## config.mk

```make
export PLATFORM = sky130hd
export DESIGN_NAME = mux_scan_controller
export DESIGN_NICKNAME = d
export VERILOG_FILES = /design/src/rtl/mux_scan_controller.sv
export SDC_FILE = /design/constraint.sdc
export NUM_CORES = 1
export LEC_CHECK = 0
export CORE_ASPECT_RATIO = 0.9
export CORE_UTILIZATION = 60
export DETAILED_ROUTE_END_ITERATION = 7
export DONT_BUFFER_PORTS = 1
export GPL_TIMING_DRIVEN = 0
export PLACE_DENSITY = 0.76
export SLEW_MARGIN = 20
export SYNTH_ARGS = -nofsm -noshare
export SYNTH_HDL_FRONTEND = slang
export SYNTH_SLANG_ARGS = --single-unit
```

## constraint.sdc

```tcl
create_clock -name clk -period 2.5 [get_ports clk]
set_input_delay 0.25 -clock clk [delete_from_list [all_inputs] [get_ports clk]]
set_output_delay 0.25 -clock clk [all_outputs]
set_load 0.02 [all_outputs]
```

## src/rtl/mux_scan_controller.sv

```systemverilog
// Sweeps a 4:1 mux through channels 0..3 and holds each for dwell+1 cycles, sampling d on each channel's last cycle.
// Publishes a 4-bit word 4*(dwell+1) cycles after start. There is no backpressure: abort cancels the sweep, continuous re-arms it.
module mux_scan_controller #(
  parameter int DWELL_W = 4
) (
  input  logic               clk,
  input  logic               reset,
  input  logic               start,
  input  logic               abort,
  input  logic               continuous,
  input  logic [DWELL_W-1:0] dwell,
  input  logic               d,
  output logic               s1,
  output logic               s0,
  output logic [3:0]         word,
  output logic               valid,
  output logic               busy
);

  typedef enum logic {
    IDLE = 1'b0,
    SCAN = 1'b1
  } state_t;

  state_t             state, state_nxt;
  logic [1:0]         sel, sel_nxt;
  logic [DWELL_W-1:0] cnt, cnt_nxt;
  logic [DWELL_W-1:0] dwell_r, dwell_r_nxt;
  logic [2:0]         shadow, shadow_nxt;
  logic [3:0]         word_nxt;
  logic               valid_nxt;

  always_comb begin
    state_nxt   = state;
    sel_nxt     = sel;
    cnt_nxt     = cnt;
    dwell_r_nxt = dwell_r;
    shadow_nxt  = shadow;
    word_nxt    = word;
    valid_nxt   = 1'b0;

    case (state)
      IDLE: begin
        if (start && !abort) begin
          state_nxt   = SCAN;
          sel_nxt     = 2'd0;
          cnt_nxt     = dwell;
          dwell_r_nxt = dwell;
        end
      end

      SCAN: begin
        // Abort wins over a capture that would complete on this edge.
        if (abort) begin
          state_nxt = IDLE;
          sel_nxt   = 2'd0;
          cnt_nxt   = '0;
        end else if (cnt != '0) begin
          cnt_nxt = cnt - 1'b1;
        end else if (sel != 2'd3) begin
          shadow_nxt[sel] = d;
          sel_nxt         = sel + 2'd1;
          cnt_nxt         = dwell_r;
        end else begin
          word_nxt  = {d, shadow};
          valid_nxt = 1'b1;
          sel_nxt   = 2'd0;
          if (continuous) begin
            cnt_nxt = dwell_r;
          end else begin
            state_nxt = IDLE;
          end
        end
      end

      default: begin
        state_nxt = IDLE;
        sel_nxt   = 2'd0;
        cnt_nxt   = '0;
      end
    endcase
  end

  // busy gets its own flop so no output is decoded from state.
  always_ff @(posedge clk or posedge reset) begin
    if (reset) begin
      state   <= IDLE;
      sel     <= 2'd0;
      cnt     <= '0;
      dwell_r <= '0;
      shadow  <= 3'd0;
      word    <= 4'd0;
      valid   <= 1'b0;
      busy    <= 1'b0;
    end else begin
      state   <= state_nxt;
      sel     <= sel_nxt;
      cnt     <= cnt_nxt;
      dwell_r <= dwell_r_nxt;
      shadow  <= shadow_nxt;
      word    <= word_nxt;
      valid   <= valid_nxt;
      busy    <= (state_nxt == SCAN);
    end
  end

  assign s1 = sel[1];
  assign s0 = sel[0];

endmodule

```

==> flow_metrics.env <==
export IMPL_reg2reg_slack_ps=620
export IMPL_drcViolationCount=0
export IMPL_r2r_start="cnt[0]"
export IMPL_startpoint="cnt[0]"
export IMPL_hold_viol_final=0
export IMPL_synth_xor_area_share_pct=0.863
export IMPL_ctsResizeCount=0
export IMPL_path_clk_slew_ps=100
export IMPL_port_buffer_count=0
export IMPL_track_usage_pct=20.6
export IMPL_arrival_ps=2070
export IMPL_ios=18
export IMPL_fin_skew_ps=1.49
export IMPL_yosys_warnings=0
export IMPL_finalCriticalPeriod_ps=1880
export IMPL_cts_sinks=19
export IMPL_dieHeight_um=41.0
export IMPL_max_stage_delay_ps=440
export IMPL_numCtsBuffers=3
export IMPL_start_util_pct=67.1
export IMPL_yosys_area_share_adder_pct=7.40
export IMPL_ys_types=27
export IMPL_timing_max_cap_violations=0
export IMPL_rsz0062_at_grt="no"
export IMPL_synth_flop_cell="dfrtp_1"
export IMPL_tightestPinTransition_ps=706
export IMPL_vias=683
export IMPL_clockRootBuffer="clkbuf_4"
export IMPL_final_max_slew_violation_count=0
export IMPL_drive_above_1_share_pct=20.0
export IMPL_worst_ep_required_time_ps=2690
export IMPL_hold_depth=1
export IMPL_synth_compound_area_share_pct=13.7
export IMPL_drt_antenna_violating_nets=0
export IMPL_cp_top_family="compound AO/OA/AOI/OAI gates"
export IMPL_hp_class="in2reg"
export IMPL_drt_iter0_drc=15
export IMPL_antenna_cells=0
export IMPL_grt_pass1_vias=612
export IMPL_grt_max_degree=20
export IMPL_crit_type="reg2reg"
export IMPL_syn_nets=110
export IMPL_post_cts_buffers=0
export IMPL_ys_ff_latch=19
export IMPL_h_tree_depth=1
export IMPL_synth_top_family_by_area="simple AND/OR/NAND/NOR gates"
export IMPL_clk_latency_ps=300
export IMPL_die_w_um=45.4
export IMPL_syn2layout_area_growth_pct=7.27
export IMPL_p_leak_nw=0.508
export IMPL_dieArea_um2=1860
export IMPL_reg2reg_depth=5
export IMPL_path_cells="inv_1 > ha_1 > or3b_4 > o32a_4 > o22a_1"
export IMPL_place_hpwl_um=1210
export IMPL_grt_overflow_total=0
export IMPL_synthArstFlopShare_pct=100
export IMPL_power_density_nw_per_um2=584
export IMPL_crit_path_max_fanout=8
export IMPL_grt_pass1_wl_um=2530
export IMPL_fmax_mhz=533
export IMPL_finish_net_count=117
export IMPL_period_share_pct=75.1
export IMPL_status="completed"
export IMPL_path_buf_inv=1
export IMPL_setup_tns_ps=0
export IMPL_antenna_found_initial=0
export IMPL_cp_depth=5
export IMPL_ys_seq_area_share_pct=46.9
export IMPL_critPathCaptureType="register"
export IMPL_netlist_area_um2=1010
export IMPL_globalplace_congestion=0.790
export IMPL_synth_edf_count=0
export IMPL_clock_path_buffers=2
export IMPL_wl_um=1620
export IMPL_max_slew_margin_rel_pct=52.9
export IMPL_whs_ps=95.1
export IMPL_fp_row_count=13
export IMPL_r2r_end="cnt[3]"
export IMPL_firstDrtPassIters=4
export IMPL_tritoncts="done"
export IMPL_synthSimpleGateAreaFrac_pct=13.8
export IMPL_coreArea_um2=1510
export IMPL_worstSetupEndpoint="cnt[3]"
export IMPL_setup_viol=0
export IMPL_wire_per_inst_um=13.3
export IMPL_cp_start_kind="register"
export IMPL_syn_area_per_cell_um2=10.8
export IMPL_muxShareOfSynthArea_pct=13.2
export IMPL_cp_slowest_cell="dfrtp_1"
export IMPL_vdd_drop_max_v=0.000440
export IMPL_synth_cells=94
export IMPL_viasPerCell=5.60
[worst min-delay path by stage]
stage / from / end / slack (ps)
finish: d / shadow[0] / 100
global route: d / shadow[0] / 70
CTS: d / shadow[0] / 80
detailed placement: reset / word[0] / 290
global placement: reset / cnt[3] / 280
floorplan: reset / cnt[0] / 200
[synth_stat cells (2+ instances only)]
| cell | count | area share [%] |
|---|---|---|
| dfrtp_1 | 19 | 47 |
| mux2_2 | 11 | 12 |
| inv_1 | 9 | 3.3 |
| nand2_1 | 9 | 3.3 |
| nor2_1 | 8 | 3.0 |
| ha_1 | 6 | 7.4 |
| nand2b_1 | 5 | 3.1 |
| a31oi_1 | 3 | 1.8 |
| nor2b_1 | 3 | 1.8 |
| o211ai_1 | 2 | 1.5 |
| o21ai_0 | 2 | 0.99 |
| o21ai_2 | 2 | 1.7 |
[state kept, by name, summed over array words and instances, names as in the netlist]
| signal | flops |
|---|---|
| cnt | 4 |
| dwell_r | 4 |
| word | 4 |
| shadow | 3 |
| sel | 2 |
| state | 1 |
| valid | 1 |
[what timing repair did]
action | CTS | global route
hold buffers | 2 | 0
hold endpoints to repair | 20 | 0
endpoints found under the setup margin | 0 | 0
[cell usage in the layout (no fill, tap or decap), types with 2 or more instances in the layout]
cell type      Yosys  final
inv_1              9      9
dlygate4sd3_1      0      2
nand2b_1           5      5
ha_1               6      6
o211ai_1           2      2
o21ai_2            2      2
mux2_2            11     11
nor2b_1            3      3
nand2_1            9      9
dfrtp_1           19     19
a31oi_1            3      3
o21ai_0            2      2
nor2_1             8      8
clkbuf_1           1      2
clkbuf_4           0      3
[cell families (layout without fill, tap and decap cells)]
group                    after synthesis  after routing
AO/OA/AOI/OAI                         17             17
adder cells (fa/ha/maj)                6              6
XOR/XNOR                               1              1
buffers and inverters                 11             17
AND/OR/NAND/NOR                       28             28
multiplexers                          12             12
flip-flops                            19             19
[routing by layer]
metal	wire, um	track usage (%)	vias to the layer above
li1	-	-	332
met1	749	23.8	326
met2	742	33.7	20
met3	104	8.81	5
met4	24	9.09	0
met5	0	0	-
[per-stage QoR]
step           power, mW  util, %  setup slack [ps]  instances  cell area (um^2)
6_report           0.636     72.0               622        122              1090
5_1_grt            0.673     72.0               550        122              1090
4_1_cts            0.644     72.0               611        122              1090
3_5_place_dp       0.487     68.9               632        116              1040
3_3_place_gp       0.483     68.9               649        116              1040
2_1_floorplan      0.464        -               731         94              1010
[final cells by class]
cell class,count,area [um^2]
Inverter,9,33.8
Buffer,2,8.76
Fill cell,121,424
Sequential cell,19,475
Clock buffer,4,26.3
Tap cell,22,27.5
Multi-Input combinational cell,64,497
Timing Repair Buffer,2,20.0
[power by group]
| group | internal, mW | switching, mW | total [mW] |
|---|---|---|---|
| combinational | 0.0587 | 0.0567 | 0.115 |
| clock | 0.0622 | 0.0910 | 0.153 |
| sequential | 0.339 | 0.0283 | 0.367 |
| total | 0.460 | 0.176 | 0.636 |
Note: power is estimated with default switching activity, not from simulation.
